**src/rtl/cam_pkg.sv**
```systemverilog
// Shared types and helpers for the CAM multi-match sequencer.
// Optional hit counters are enabled by defining CAM_MSEQ_HIT_CNT_EN.
package cam_pkg;

   localparam int MAX_DEPTH = 128;

   typedef enum logic {
      IDLE = 1'b0,
      SCAN = 1'b1
   } seq_state_e;

   // Removes the lowest set bit; callers zero-extend narrower vectors and truncate the result.
   function automatic logic [MAX_DEPTH-1:0] clear_lsb(input logic [MAX_DEPTH-1:0] vec);
      return vec & (vec - MAX_DEPTH'(1));
   endfunction

endpackage

```
**src/rtl/cam_match_seq_prienc_lsb.sv**
```systemverilog
// LSB-priority encoder: returns the index of the lowest set input bit (0 when none is set).
module prienc_lsb #(
   parameter  int IN_WIDTH = 32,
   localparam int OUT_W    = (IN_WIDTH > 1) ? $clog2(IN_WIDTH) : 1
) (
   input  logic [IN_WIDTH-1:0] i_vec,
   output logic [OUT_W-1:0]    o_addr,
   output logic                o_valid
);

   localparam int PAD_W = 2 ** OUT_W;

   logic [PAD_W-1:0] w_padded;

   // Inputs above IN_WIDTH-1 are tied to zero so non-power-of-two widths never report phantom entries.
   assign w_padded = PAD_W'(i_vec);
   assign o_valid  = |w_padded;

   always_comb begin
      o_addr = '0;
      for (int i = PAD_W - 1; i >= 0; i--) begin
         if (w_padded[i]) begin
            o_addr = OUT_W'(i);
         end
      end
   end

endmodule

```
**src/rtl/cam_match_seq.sv**
```systemverilog
// Multi-match sequencer: emits each set bit of a CAM match vector, lowest entry first.
// Define CAM_MSEQ_HIT_CNT_EN to add the o_hit_idx / o_hit_total counter outputs.
module cam_match_seq
   import cam_pkg::*;
#(
   parameter  int DEPTH  = 32,
   localparam int ADDR_W = $clog2(DEPTH)
) (
   input  logic              clk,
   input  logic              rst_n,
   input  logic              i_match_valid,
   output logic              o_match_ready,
   input  logic [DEPTH-1:0]  i_match_vec,
   input  logic              i_flush,
   output logic              o_hit_valid,
   input  logic              i_hit_ready,
   output logic [ADDR_W-1:0] o_hit_addr,
   output logic              o_hit_last,
   output logic              o_miss,
   output logic              o_busy
`ifdef CAM_MSEQ_HIT_CNT_EN
   ,
   output logic [ADDR_W:0]   o_hit_idx,
   output logic [ADDR_W:0]   o_hit_total
`endif
);

   seq_state_e        r_state;
   seq_state_e        w_stateNext;
   logic [DEPTH-1:0]  r_pending;
   logic [DEPTH-1:0]  w_pendingNext;
   logic [DEPTH-1:0]  w_pendingCleared;
   logic              r_miss;
   logic              w_missNext;
   logic              w_accept;
   logic              w_hitXfer;
   logic              w_pendingNz;
   logic [ADDR_W-1:0] w_encAddr;

   prienc_lsb #(
      .IN_WIDTH (DEPTH)
   ) u_prienc (
      .i_vec   (r_pending),
      .o_addr  (w_encAddr),
      .o_valid (w_pendingNz)
   );

   assign w_pendingCleared = DEPTH'(clear_lsb(MAX_DEPTH'(r_pending)));

   assign o_match_ready = (r_state == IDLE) && !i_flush;
   assign o_hit_valid   = (r_state == SCAN);
   assign o_busy        = (r_state != IDLE);
   assign o_hit_addr    = w_encAddr;
   assign o_hit_last    = w_pendingNz && (w_pendingCleared == '0);
   assign o_miss        = r_miss;

   assign w_accept  = i_match_valid && o_match_ready;
   assign w_hitXfer = o_hit_valid && i_hit_ready;

   always_ff @(posedge clk or negedge rst_n) begin
      if (!rst_n) begin
         r_state   <= IDLE;
         r_pending <= '0;
         r_miss    <= 1'b0;
      end else begin
         r_state   <= w_stateNext;
         r_pending <= w_pendingNext;
         r_miss    <= w_missNext;
      end
   end

   // Flush overrides everything; a handshake in the flush cycle has already been seen by the consumer.
   always_comb begin
      w_stateNext   = r_state;
      w_pendingNext = r_pending;
      w_missNext    = 1'b0;
      case (r_state)
         IDLE: begin
            if (w_accept) begin
               w_pendingNext = i_match_vec;
               if (i_match_vec != '0) begin
                  w_stateNext = SCAN;
               end else begin
                  w_missNext = 1'b1;
               end
            end
         end
         SCAN: begin
            if (w_hitXfer) begin
               w_pendingNext = w_pendingCleared;
               if (o_hit_last) begin
                  w_stateNext = IDLE;
               end
            end
         end
         default: begin
            w_stateNext   = IDLE;
            w_pendingNext = '0;
         end
      endcase
      if (i_flush) begin
         w_stateNext   = IDLE;
         w_pendingNext = '0;
         w_missNext    = 1'b0;
      end
   end

`ifdef CAM_MSEQ_HIT_CNT_EN
   localparam int CNT_W = ADDR_W + 1;

   logic [CNT_W-1:0] r_hitIdx;
   logic [CNT_W-1:0] r_hitTotal;
   logic [CNT_W-1:0] w_popCount;

   always_comb begin
      w_popCount = '0;
      for (int i = 0; i < DEPTH; i++) begin
         w_popCount = w_popCount + CNT_W'(i_match_vec[i]);
      end
   end

   // The total survives flush so the consumer can still see how large the aborted vector was.
   always_ff @(posedge clk or negedge rst_n) begin
      if (!rst_n) begin
         r_hitIdx   <= '0;
         r_hitTotal <= '0;
      end else begin
         if (i_flush || w_accept) begin
            r_hitIdx <= '0;
         end else if (w_hitXfer) begin
            r_hitIdx <= r_hitIdx + CNT_W'(1);
         end
         if (w_accept) begin
            r_hitTotal <= w_popCount;
         end
      end
   end

   assign o_hit_idx   = r_hitIdx;
   assign o_hit_total = r_hitTotal;
`endif

endmodule

```
**config.mk**
```make
export PLATFORM = sky130hd
export DESIGN_NAME = cam_match_seq
export DESIGN_NICKNAME = d
export VERILOG_FILES = /design/src/rtl/cam_pkg.sv /design/src/rtl/cam_match_seq_prienc_lsb.sv /design/src/rtl/cam_match_seq.sv
export SDC_FILE = /design/constraint.sdc
export NUM_CORES = 1
export LEC_CHECK = 0
export CORE_UTILIZATION = 56
export DETAILED_ROUTE_END_ITERATION = 7
export GPL_TIMING_DRIVEN = 0
export MAX_ROUTING_LAYER = met4
export PLACE_DENSITY_LB_ADDON = 0.05
export SKIP_LAST_GASP = 1
export SLEW_MARGIN = 30
export SYNTH_ARGS = -nofsm -noshare
export SYNTH_HDL_FRONTEND = slang
export SYNTH_SLANG_ARGS = --single-unit
```
**constraint.sdc**
```tcl
create_clock -name clk -period 4.4 [get_ports clk]
set_clock_uncertainty 0.2 [all_clocks]
set_input_delay 0.88 -clock clk [delete_from_list [all_inputs] [get_ports clk]]
set_output_delay 0.88 -clock clk [all_outputs]
set_load 0.02 [all_outputs]
```
Yosys cells after proc, flatten, opt, wreduce, memory -nomap -nowiden. Cells that the tools add are included.

Output and inout port bits: 10. Logic and storage cells: 63. Input port bits: 37. Flip-flop bits (word level): 34.

Reductions and logical operators: 9. Bitwise operators: 2. Add/sub/neg operators: 1. Eq/ne operators: 2. Mux-type cells: 46.

Operators with widths (number): $mux W5 (32); $mux W32 (3); $pmux W32 S2 (1); $and A32 B32 Y32 (1); $logic_not A32 Y1 (1); $reduce_bool A32 Y1 (1); $reduce_or A32 Y1 (1); $sub A32 B1 Y32 const B (1); $mux W1 (9); $logic_and A1 B1 Y1 (4); $ne A3 B2 Y1 const B (1); $ne A3 B3 Y1 const B (1); $pmux W1 S2 (1); $reduce_and A2 Y1 (1); $logic_not A1 Y1 (1); $not A1 Y1 (1).

Depth between registers and ports, before layout. Gate-level depths: netlist of run 1.

Depth in word-level cells: 32. Mapped depth: 9. Gate-level depth less buffers: 7.

Cells and area by module. From an unflattened synthesis of run 1, not the netlist that was laid out.

Cell total of the unflattened synthesis: 306. Area, all modules: 2561.2 µm².

Modules (own cells, without submodules): cam_match_seq (seq. area each 850.8 µm², area each 2175.8 µm², cells each 241, instances 1); prienc_lsb (seq. area each 0.0 µm², area each 385.4 µm², cells each 65, instances 1).

Least setup slack after synthesis of run 1. No wires, ideal clock.

Kind: flip-flop to output port. From: register r_pending[17]. To: output o_hit_last. Cell stages (with the launch flop): 7. Buffers on the path: 1. Slack: 0.877 ns. Data arrival time: 2.443 ns. Data required time: 3.320 ns. Cell sequence: dfrtp_1 -> buf_2 -> or4_1 -> or4_4 -> o21ai_1 -> o2111ai_1 -> a2111oi_2.

Cells in the longest elaborated chain, start to end: 4. Elaborated cells between the ends (all ways): 5. Classes of those cells: 1 x add/sub; 1 x bitwise; 3 x reduce/logical.

Ends and longest elaborated chain: start: declaration (line cam_match_seq.sv:30) `logic [DEPTH-1:0] r_pending;`; start signal: assignment (line cam_match_seq.sv:67) `r_pending <= w_pendingNext;`; $sub A32 B1 Y32 (line cam_pkg.sv:14) `return vec & (vec - MAX_DEPTH'(1));`; $and A32 B32 Y32 (line cam_pkg.sv:14); $logic_not A32 Y1 (line cam_match_seq.sv:54) `assign o_hit_last = w_pendingNz && (w_pendingCleared == '0);`; $logic_and A1 B1 Y1 * (line cam_match_seq.sv:54); end: declaration (line cam_match_seq.sv:18) `output logic o_hit_last,`.

Every way passes the cells marked *; elsewhere a longest branch is shown, timed or not.

Worst setup path in the final report of run 1.
From: register r_pending[0]. To: output o_hit_last.

The elaborated chain is that of the path after synthesis.

==> flow_summary.json, run 1 <==
{
  "ys.flop_type": "dfrtp_1",
  "grt_pass1_vias": 2352,
  "ctsHoldBuffers": 0,
  "finalMaxSlewViolations": 0,
  "areaGrowthSynthToFinish_pct": 27.2,
  "synth_top_area_frac": 0.352,
  "place_congestion": 0.919,
  "outcome": "completed",
  "max-vdd-ir-drop_mv": 0.179,
  "syn_inst": 286,
  "fin_area_mm2": 0.00307,
  "grt_pass1_wl_um": 11400,
  "ys_ff_latch": 34,
  "core-area_mm2": 0.00406,
  "initial_core_util": 0.595,
  "yosysWarnings": 0,
  "setup_viol": 0,
  "tightest_slew_ns": 0.540,
  "cp-end-kind": "output pin",
  "grt_busiest_layer": "met2",
  "layout_setup_ws_ns": 0.164,
  "clkSinkCount": 34,
  "synthesis.nets": 323,
  "power.internal_mw": 0.664,
  "die_y_um": 67.7,
  "cts_buffers": 5,
  "worst_setup_path_start_kind": "flop",
  "cts_buffer_depth": 2,
  "ys_types": 51,
  "num_io_pins": 47,
  "placed_area_mm2": 0.00296,
  "cts_tree": "built",
  "drc": 0,
  "p_seq_frac": 0.357,
  "ys_top_cells_by_count": "o21ai_0, dfrtp_1, nor2_1",
  "diodes": 0,
  "grt_remaining_overflow": 0,
  "rows": 23,
  "clockRootBuffer": "clkbuf_8",
  "htree_levels": 2,
  "min-delay-path-class": "in -> async",
  "fin_crit_sh": 0.963,
  "clk_pin_slew_ns": 0.08,
  "clock_latency_ns": 0.29,
  "fillCellCount": 301,
  "drive_gt1_frac": 0.0880,
  "post-place-ws_ns": 0.0792,
  "grt_util_met2": 0.517,
  "period_needed_ns": 4.24,
  "synth.most_common_cell": "o21ai_0",
  "max_freq_ghz": 0.236,
  "crit_required_ns": 3.32,
  "routedWlPerCell_um": 17.8,
  "switchingPower_mw": 0.359,
  "leakage_nw": 1.28,
  "hold_viol": 0,
  "antenna_found_initial": 0,
  "avgSynthCellArea_um2": 8.44,
  "ant_nets": 0,
  "nets": 377,
  "routed_wl_um": 6980,
  "vias_per_cell": 6.54,
  "cap_violations": 0,
  "async_reset_ff_frac": 1.00,
  "worst-setup-path-type": "reg -> out",
  "yosysSeqAreaShare": 0.352,
  "worst-path-max-fanout": 9,
  "power_density_mw_per_mm2": 333,
  "grt_start_max_net_pins": 19,
  "die_w_um": 67.7,
  "drtPass1Iterations": 5,
  "grt_use_total": 0.349,
  "p_clk_frac": 0.273,
  "maxSlewHeadroom": 0.636,
  "place.port_buffers": 46,
  "die_area_mm2": 0.00458,
  "vias": 2556,
  "switching_share": 0.351,
  "combPwrFrac": 0.370,
  "hpwl_um": 5230,
  "use_met3": 0.0541,
  "met1_usage": 0.473,
  "first_iter_violations": 277,
  "rsz0062_at_grt": "false",
  "syn_area_mm2": 0.00241,
  "yosys-top-cells-area": "dfrtp_1, a22o_1, o21ai_0, nor2_1, nor4_1",
  "crit_arrival_ns": 3.16,
  "setup_total_negative_slack_ns": 0,
  "synth-edff-count": 0,
  "yosys.area.top_type": "dfrtp_1"
}
cells by family (layout without fill, tap and decap cells):
group	count (synthesis)	in the layout	synth area share
AOI/OAI and AO/OA	111	111	0.318
adders and majority gates	2	2	0.00829
buffers and inverters	39	94	0.0694
DFF	34	34	0.352
muxes	2	2	0.00881
and+or+nand+nor	98	98	0.244
critical path: stages, from the launching register on:
cell and delay (ns):
dfrtp_1 0.36, clkbuf_1 0.21, or4_1 0.45, clkbuf_1 0.19
o21ai_0 0.30, o211ai_1 0.22, a2111oi_2 0.32, nand4_1 0.17
a2111oi_2 0.41, clkbuf_2 0.25
sequential cells by signal, summed over array words and instances (netlist names):
register / count
r_pending: 32
o_busy: 1
o_miss: 1
cell usage in the layout, fill, tap and decap left out, types with 2 or more instances in the layout:
master            n
a21oi_1          14
buf_4             3
o21ai_0          36
nor4_4            4
nand3_1           3
dfrtp_1          34
o21bai_1          2
nand4_1           3
clkbuf_8          8
nor3b_1           2
nor2b_1           4
a31oi_1           2
nand2_1           6
o21ai_1           6
nor3_1           14
clkdlybuf4s50_1  44
or4_1             6
nor4_1           16
a32o_1            2
a2111oi_2         2
clkbuf_1         21
o31ai_1           2
nor2_1           29
buf_2             3
inv_1            12
maj3_1            2
a22o_1           28
or3_1             4
o211ai_1          2
path summary, 6_finish.rpt:
| path | startpoint | to | slack (ns) | depth (start not counted) |
|---|---|---|---|---|
| min in group clk | r_pending[23]$_DFFE_PN0P_ | r_pending[23]$_DFFE_PN0P_ | 0.41 | 1 |
| min | rst_n | r_pending[31]$_DFFE_PN0P_ | 0.33 | 1 |
| min reg2reg | r_pending[23]$_DFFE_PN0P_ | r_pending[23]$_DFFE_PN0P_ | 0.41 | 1 |
| max | r_pending[0]$_DFFE_PN0P_ | o_hit_last | 0.16 | 9 |
| max reg2reg | r_pending[0]$_DFFE_PN0P_ | o_busy$_DFF_PN0_ | 1.31 | 9 |
| max in group asynchronous | rst_n | r_pending[16]$_DFFE_PN0P_ | 3.23 | 2 |
per-layer routing:
metal | vias up | wire length [um]
met5 | - | 0
met4 | 0 | 168
met3 | 15 | 540
met2 | 136 | 3090
met1 | 1196 | 3180
li1 | 1209 | -
power by group through the flow:
stage               registers, mW  clock network, mW  logic (mW)
floorplan                   0.363                  0       0.242
global placement            0.369                  0       0.364
detailed placement          0.370                  0       0.370
CTS                         0.364              0.284       0.373
global route                0.369              0.295       0.415
finish                      0.365              0.279       0.378
area by class of cell:
type	count	area, um^2	share of cell area
Tap cell	50	62.6	0.0204
Multi-Input combinational cell	213	1400	0.456
Buffer	27	123	0.0399
Clock buffer	8	110	0.0359
Timing Repair Buffer	47	478	0.156
Inverter	12	45.0	0.0147
Sequential cell	34	851	0.277
stage by stage:
step	power [mW]	cells	hold WS [ns]	utilization
finish	1.02	391	0.325	0.757
global route	1.08	391	0.355	0.757
CTS	1.02	391	0.327	0.756
detailed placement	0.741	383	0.389	0.730
global placement	0.733	382	0.389	0.724
floorplan	0.605	286	0.333	-
timing repair:
item | 4_1_cts | 5_1_grt
cloned | 0 | 0
pin swaps | 0 | 1
setup endpoints to repair | 1 | 1
buffers inserted | 0 | 0
resized for setup | 1 | 4
(Power assumes the default switching activity.)
==> inputs of run 2 (changes only) <==
--- a/config.mk
+++ b/config.mk
@@ -5,7 +5,8 @@
 export SDC_FILE = /design/constraint.sdc
 export NUM_CORES = 1
 export LEC_CHECK = 0
-export CORE_UTILIZATION = 56
+export CAP_MARGIN = 20
+export CORE_UTILIZATION = 52
 export DETAILED_ROUTE_END_ITERATION = 7
 export GPL_TIMING_DRIVEN = 0
 export MAX_ROUTING_LAYER = met4
==> constraint.sdc (replaced) <==
create_clock -name clk -period 4.8 [get_ports clk]
set_clock_uncertainty 0.2 [all_clocks]
set_input_delay 0.96 -clock clk [delete_from_list [all_inputs] [get_ports clk]]
set_output_delay 0.96 -clock clk [all_outputs]
set_load 0.02 [all_outputs]
==> run 2 against run 1 <==
Net effect:
- cell count increased by 0.51%
- non-clock buffer count did not move
- sequential share of layout area fell by 0.090 points
- worst setup slack better by 0.30 ns
- critical path type unchanged
- critical endpoint unchanged
- largest power group unchanged
==> flow_summary.json, run 2 (synthesis gave the netlist of run 1 again) <==
{
  "htree_levels": 2,
  "largest_reg_flops": 32,
  "critPathBufInv": 2,
  "period_needed_ns": 4.33,
  "worst-setup-path-type": "reg -> out",
  "core-area_mm2": 0.00441,
  "ant_nets": 0,
  "rsz0062_at_grt": "false",
  "cap_violations": 0,
  "crit_path_start": "r_pending[1]$_DFFE_PN0P_",
  "reg2reg_from": "r_pending[1]$_DFFE_PN0P_",
  "grt_pass1_wl_um": 12100,
  "worst-path-max-fanout": 9,
  "die_area_mm2": 0.00492,
  "drtPass1Iterations": 5,
  "grt_pass1_vias": 2402,
  "postCtsSetupRepairBufs": 0,
  "hpwl_um": 5380,
  "tightest_slew_ns": 0.539,
  "finalMaxSlewViolations": 0,
  "clkSinkCount": 34,
  "layout_setup_ws_ns": 0.467,
  "r2r_cells": 8,
  "fin_crit_sh": 0.903,
  "min-delay-path-class": "in -> async",
  "place_congestion": 0.915,
  "cp_slowest_cell": "or4_4",
  "wl_met3_um": 516,
  "ctsHoldBuffers": 0,
  "vias": 2560,
  "clock_latency_ns": 0.30,
  "maxSlewHeadroom": 0.637,
  "die_w_um": 70.1,
  "grt_start_max_net_pins": 19,
  "met1Wirelength_um": 3330,
  "top_register": "r_pending",
  "mostFrequentLayoutCell": "clkdlybuf4s50_1",
  "clk_pin_slew_ns": 0.07,
  "diodes": 0,
  "cp-end-kind": "output pin",
  "drive_gt1_frac": 0.0850,
  "initial_core_util": 0.547,
  "post-place-ws_ns": 0.365,
  "power_density_mw_per_mm2": 305,
  "dr_wl_met2_um": 3280,
  "crit_required_ns": 3.64,
  "cp_top_family": "simple AND/OR/NAND/NOR gates",
  "final_cell_mix": "clkdlybuf4s50_1, o21ai_0, dfrtp_1, nor2_1, a22o_1",
  "antenna_found_initial": 0,
  "outcome": "completed",
  "highest_layer": "met4",
  "grt_use_total": 0.323,
  "crit_path_cell_trace": "buf_4 > nor4_4 > nand4_2 > or4_4 > o21ai_1 > o2111ai_1 > a2111oi_2 > dlymetal6s2s_1",
  "cts_buffers": 5,
  "cts_tree": "built",
  "routed_wl_um": 7240,
  "clockRootBuffer": "clkbuf_8",
  "first_iter_violations": 275,
  "cts.repair.resized": 0,
  "hold_viol": 0,
  "grt_remaining_overflow": 0,
  "fillCellCount": 363,
  "drc": 0,
  "leakage_nw": 1.30,
  "cp_slowest_stage_delay_ns": 0.58,
  "cts_buffer_depth": 2,
  "routedWlPerCell_um": 18.4,
  "vias_per_cell": 6.51,
  "place.port_buffers": 46,
  "crit_arrival_ns": 3.17,
  "num_io_pins": 47,
  "postLayoutCoreUtil": 0.698,
  "max-vdd-ir-drop_mv": 0.154,
  "setup_total_negative_slack_ns": 0,
  "setup_viol": 0,
  "rows": 24,
  "crit_cells": 8,
  "die_y_um": 70.1,
  "nets": 377,
  "areaGrowthSynthToFinish_pct": 27.6,
  "worst_setup_path_start_kind": "flop",
  "max_freq_ghz": 0.231
}
==> run 2: final cells by class <==
| class | count | area, um^2 | area share |
|---|---|---|---|
| clock buffers | 8 | 110 | 0.0357 |
| well taps | 52 | 65.1 | 0.0211 |
| plain buffers | 27 | 123 | 0.0398 |
| multi-input cells | 213 | 1400 | 0.455 |
| flip-flops and latches | 34 | 851 | 0.276 |
| repair buffers | 47 | 485 | 0.158 |
| inverters | 12 | 45.0 | 0.0146 |
==> run 2: per-layer routing <==
| layer | GRT usage | up-vias |
|---|---|---|
| met5 | - | - |
| met1 | 0.443 | 1232 |
| li1 | - | 1207 |
| met3 | 0.0563 | 11 |
| met4 | 0.0933 | 0 |
| met2 | 0.491 | 110 |
==> run 2: worst paths after layout <==
kind	to	slack [ns]
min	r_pending[4]$_DFFE_PN0P_	0.40
max reg2reg	o_busy$_DFF_PN0_	1.71
max	o_hit_last	0.47
max in group asynchronous	r_pending[13]$_DFFE_PN0P_	3.55
min in group clk	r_pending[23]$_DFFE_PN0P_	0.41
min reg2reg	r_pending[23]$_DFFE_PN0P_	0.41
==> run 2: metrics by stage <==
stage	hold slack, ns	cells	power (mW)	area (um^2)
after floorplan	0.333	286	0.555	2410
after global placement	0.391	384	0.674	2940
after detailed placement	0.382	385	0.681	2960
after CTS	0.402	393	0.937	3070
after global routing	0.440	393	0.985	3080
final	0.403	393	0.940	3080
==> run 2: where the power goes <==
part           switching, mW  total, mW  internal [mW]
clock network          0.111      0.256          0.145
registers             0.0280      0.335          0.307
logic                  0.192      0.349          0.156
total                  0.331      0.940          0.609
==> patch 1: new RTL, flow settings as in run 1 <==
Add a define of `CAM_MSEQ_HIT_CNT_EN`.
--- a/src/rtl/cam_match_seq.sv
+++ b/src/rtl/cam_match_seq.sv
@@ -1,5 +1,7 @@
 // Multi-match sequencer: emits each set bit of a CAM match vector, lowest entry first.
 // Define CAM_MSEQ_HIT_CNT_EN to add the o_hit_idx / o_hit_total counter outputs.
+`define CAM_MSEQ_HIT_CNT_EN
+
 module cam_match_seq
    import cam_pkg::*;
 #(
Behaviour (old outputs only; new: o_hit_idx and o_hit_total): unchanged (Yosys induction, for registers that start in step).
==> patch 1 against run 1 <==
  * The run now ends with DRC, setup timing left
  * Via count grew 45%
  * Utilization shrank 3.6 points
  * Power grew 130%
  * Largest cell class unchanged
  * Area after synthesis grew 57%
  * Wire length grew 67%
  * Non-clock buffer count grew 17
  * Maximum frequency shrank 19%
  * Design area grew 51%
  * Worst setup slack lost 1.0 ns
  * Sequential cell count grew 12
==> patch 1: results (changes against run 1) <==
leak pwr=2.06 nW (+61%); part of the power in registers=22.1% (-14 points); Post-Route M1 WL=4.98 mm (+57%); comb_multi_in=317 (+49%); FF/Latch Area=1150 um2 (+35%); CP delay by family, top=adder cells; Initial DRC Count=332 (+20%); fin nets=584 (+55%); min-delay worst type=flip-flop to flip-flop; status=complete, but fails checks; post-synthesis mux area share=0.827% (-0.054 points); syn avg cell area=8.60 um2 (+1.8%); Max VDD drop=0.716 mV (+300%); Layout Cells excl Fill=592 (+51%); via/cell ratio=6.27 (-4.2%); FF+latch count, synth=46 (+35%); Pint=0.00130 W (+95%); utilization after layout=72.1% (-3.6 points); vias in the first global route=3767 (+60%); detailed placer's ending HPWL=8.83 mm (+69%); Synth cell types=59 (+16%); CTS resizes=63 (+62); net switching power=0.00102 W (+180%); Final GP Congestion=0.937 (+2.0%); Post-Place Worst Slack=-1.62 ns (-1.70 ns); Final setup viols=6 (+6); CP max FO=2 (-7); drt drc=6 (+6); failing checks=DRC, setup timing; met2 routed WL=5.62 mm (+82%); Synth area leaders=dfrtp_1, fa_1, o21ai_0, inv_1, nor2_1; Post-Place Cells=573 (+50%); clk tree area frac=1.86% (-1.7 points); Mapped Nets=510 (+58%); power share of the clock group=11.8% (-16 points); CP peak stage delay=0.55 ns (+0.10 ns); # fillers=502 (+67%); post-synth top area share=30.4% (-4.8 points); CLK BUF=6 (-2); Placed Area=4460 um2 (+51%); First-pass DRT Iterations=7 (+2); Final Worst Setup Slack=-0.852 ns (-1.02 ns); wire per inst=19.7 um (+10%); Non-clock inverters=53 (+41); global-route wire length before repair=19.1 mm (+67%)
## patch 1: changes by cell type in the layout (fill, tap and decap cells not counted), sizes merged, moves of 6 or more
cell | before | now
xor2 | 0 | 6
a21oi | 14 | 22
buf | 8 | 25
or4 | 7 | 1
ha | 0 | 9
nand2 | 6 | 36
dfrtp | 34 | 46
inv | 12 | 53
clkdlybuf4s50 | 44 | 38
a31oi | 2 | 8
nor2 | 29 | 36
o21ai | 42 | 48
a22o | 29 | 14
fa | 0 | 24
## patch 1: layer usage
layer | vias to the layer above | global-route usage, %
met5 | - | -
met4 | 0 | 13.6
met3 | 26 | 4.82
met2 | 193 | 58.6
met1 | 1788 | 46.7
li1 | 1702 | -
## patch 1: worst paths after layout
kind                                             from                    endpoint  slack, ns  cells after the start
setup reg to reg             r_pending[2]$_DFFE_PN0P_            o_busy$_DFF_PN0_       1.53                      9
hold reg to reg            o_hit_total[0]$_DFFE_PN0P_  o_hit_total[0]$_DFFE_PN0P_       0.29                      2
hold / removal             o_hit_total[0]$_DFFE_PN0P_  o_hit_total[0]$_DFFE_PN0P_       0.29                      2
setup / recovery                      i_match_vec[21]  o_hit_total[4]$_DFFE_PN0P_      -0.85                     19
min in group asynchronous                       rst_n   r_pending[28]$_DFFE_PN0P_       0.35                      1
max in group asynchronous                       rst_n  o_hit_total[3]$_DFFE_PN0P_       3.21                      1
## patch 1: per-stage QoR
| stage | setup TNS, ns | hold WS, ns |
|---|---|---|
| floorplan | -3.49 | 0.307 |
| global placement | -7.86 | 0.257 |
| detailed placement | -8.14 | 0.260 |
| CTS | -4.42 | 0.290 |
| global route | -4.42 | 0.327 |
| finish | -3.83 | 0.288 |
==> patch 2: new RTL, config.mk and constraints of run 1 <==
Without the edit above. `r_pending` no longer has a reset.
--- a/src/rtl/cam_match_seq.sv
+++ b/src/rtl/cam_match_seq.sv
@@ -60,13 +60,15 @@
    always_ff @(posedge clk or negedge rst_n) begin
       if (!rst_n) begin
          r_state   <= IDLE;
-         r_pending <= '0;
          r_miss    <= 1'b0;
       end else begin
          r_state   <= w_stateNext;
-         r_pending <= w_pendingNext;
          r_miss    <= w_missNext;
       end
+   end
+
+   always_ff @(posedge clk) begin
+      r_pending <= w_pendingNext;
    end
 
    // Flush overrides everything; a handshake in the flush cycle has already been seen by the consumer.
Check against the original RTL: not equivalent (Yosys sat finds a counterexample within 4 cycles, from zero or initial values and one cycle with rst_n low).
==> patch 2 against run 1 <==
  * Sequential cell count stayed put
  * Sequential power is 5.8% lower
  * Sequential share of layout area shrank 3.8 points
  * Worst setup slack got worse by 0.017 ns
  * Cell count up 9.7%
  * Largest power group unchanged
  * Wire length increased by 13%
  * Area after synthesis decreased by 6.1%
  * First-iteration DRC count is 22% higher
  * Design area down 6.0%
  * Highest routed layer unchanged
  * Via count up 9.7%
  * Power is 3.3% lower
  * Synthesized cell count grew 15%
  * Worst hold slack better by 0.029 ns
  * Critical path depth decreased by 1
==> patch 2: results (changes against run 1) <==
via/cell ratio=6.54 (about the same); status=complete, no violations; Post-Route M1 WL=3.26 mm (+2.5%); part of the power in registers=34.8% (-0.9 points); Max VDD drop=0.221 mV (+23%); GRT Overall Usage=39.7% (+4.8 points); routing usage on met3=9.20% (+3.8 points); GRT overflow=0 (unchanged); H-tree Lvls=2 (unchanged); count of input and output buffers=45 (-2.2%); Synth cell types=47 (-7.8%); Initial DRC Count=339 (+22%); Placed Area=2780 um2 (-6.2%); wire per inst=18.3 um (+2.8%); CP arrival=3.17 ns (about the same); detailed placer's ending HPWL=5.76 mm (+10%); Cells after Synth=328 (+15%); largest net degree at the start of global routing=11 (-8); CP delay by family, top=simple AND/OR/NAND/NOR gates; Pint=0.000619 W (-6.7%); power share of the clock group=25.1% (-2.2 points); Slew @ Worst Pin=0.664 ns (+0.124 ns); fraction of layout cells with a size suffix above 1=6.04% (-2.8 points); met2 Use GR=60.6% (+8.9 points); CP peak stage delay=0.52 ns (+0.07 ns); First-pass DRT Iterations=6 (+1); min-delay worst type=flip-flop to flip-flop; sequential element share of the synthesized area=30.5% (-4.8 points); Post-Place Worst Slack=-0.00745 ns (-0.0867 ns); global-route wire length before repair=12.3 mm (+7.8%); vias in the first global route=2543 (+8.1%); # fillers=305 (+1.3%); FFs w/ async S/R, synth=5.88% (-94 points); utilization after layout=76.5% (+0.84 points); met2 routed WL=3.59 mm (+16%); Final GP Congestion=0.989 (+7.6%); Seq. pwr=0.000344 W (-5.8%); met1 Track Usage GR=50.0% (+2.7 points); Routed WL=7.87 mm (+13%); Commonest cells post-synth=nor2_1, nand2_1, a21oi_1; Post-Place Cells=421 (+9.9%)
## patch 2: cell types whose count changed after synthesis, moves of 4 or more
cell,before,now
o21ai_1,6,0
dfxtp_1,0,32
or2_2,0,6
a22o_1,28,0
nand2_1,6,37
a22oi_1,0,19
nor2_1,29,50
nor4_4,4,0
o21ai_0,36,28
a21o_1,1,5
a21oi_1,14,33
dfrtp_1,34,2
## patch 2: area by class of cell
| cell class | count | share of cell area [%] |
|---|---|---|
| Multi-Input combinational cell | 256 | 49.7 |
| Clock inverter | 1 | 0.173 |
| Timing Repair Buffer | 45 | 15.6 |
| Buffer | 26 | 3.99 |
| Tap cell | 48 | 2.08 |
| Sequential cell | 34 | 23.9 |
| Clock buffer | 7 | 2.99 |
| Inverter | 12 | 1.56 |
## patch 2: worst paths after layout
kind                                              end  cells after the start                  startpoint  slack (ns)
max                                        o_hit_last                      8   r_pending[0]$_SDFFE_PP0P_        0.15
min                        r_pending[26]$_SDFFE_PP0P_                      2  r_pending[26]$_SDFFE_PP0P_        0.35
max reg2reg                          o_busy$_DFF_PN0_                      8   r_pending[0]$_SDFFE_PP0P_        1.20
min reg2reg                r_pending[26]$_SDFFE_PP0P_                      2  r_pending[26]$_SDFFE_PP0P_        0.35
max in group asynchronous            o_busy$_DFF_PN0_                      1                       rst_n        3.33
min in group asynchronous            o_miss$_DFF_PN0_                      1                       rst_n        0.55
## patch 2: cell families (layout without fill, tap and decap cells)
kind of cell | count (synthesis) | after routing | synth area share [%]
AO/OA/AOI/OAI | 119 | 119 | 34.3
buffers and inverters | 38 | 91 | 6.95
AND/OR/NAND/NOR | 137 | 137 | 28.3
flip-flops | 34 | 34 | 30.5
## patch 2: timing repair
action                                  4_1_cts  5_1_grt
endpoints found under the setup margin        1        1
pin swaps                                     0        1
gates cloned                                  0        0
gates resized for setup                       4        1
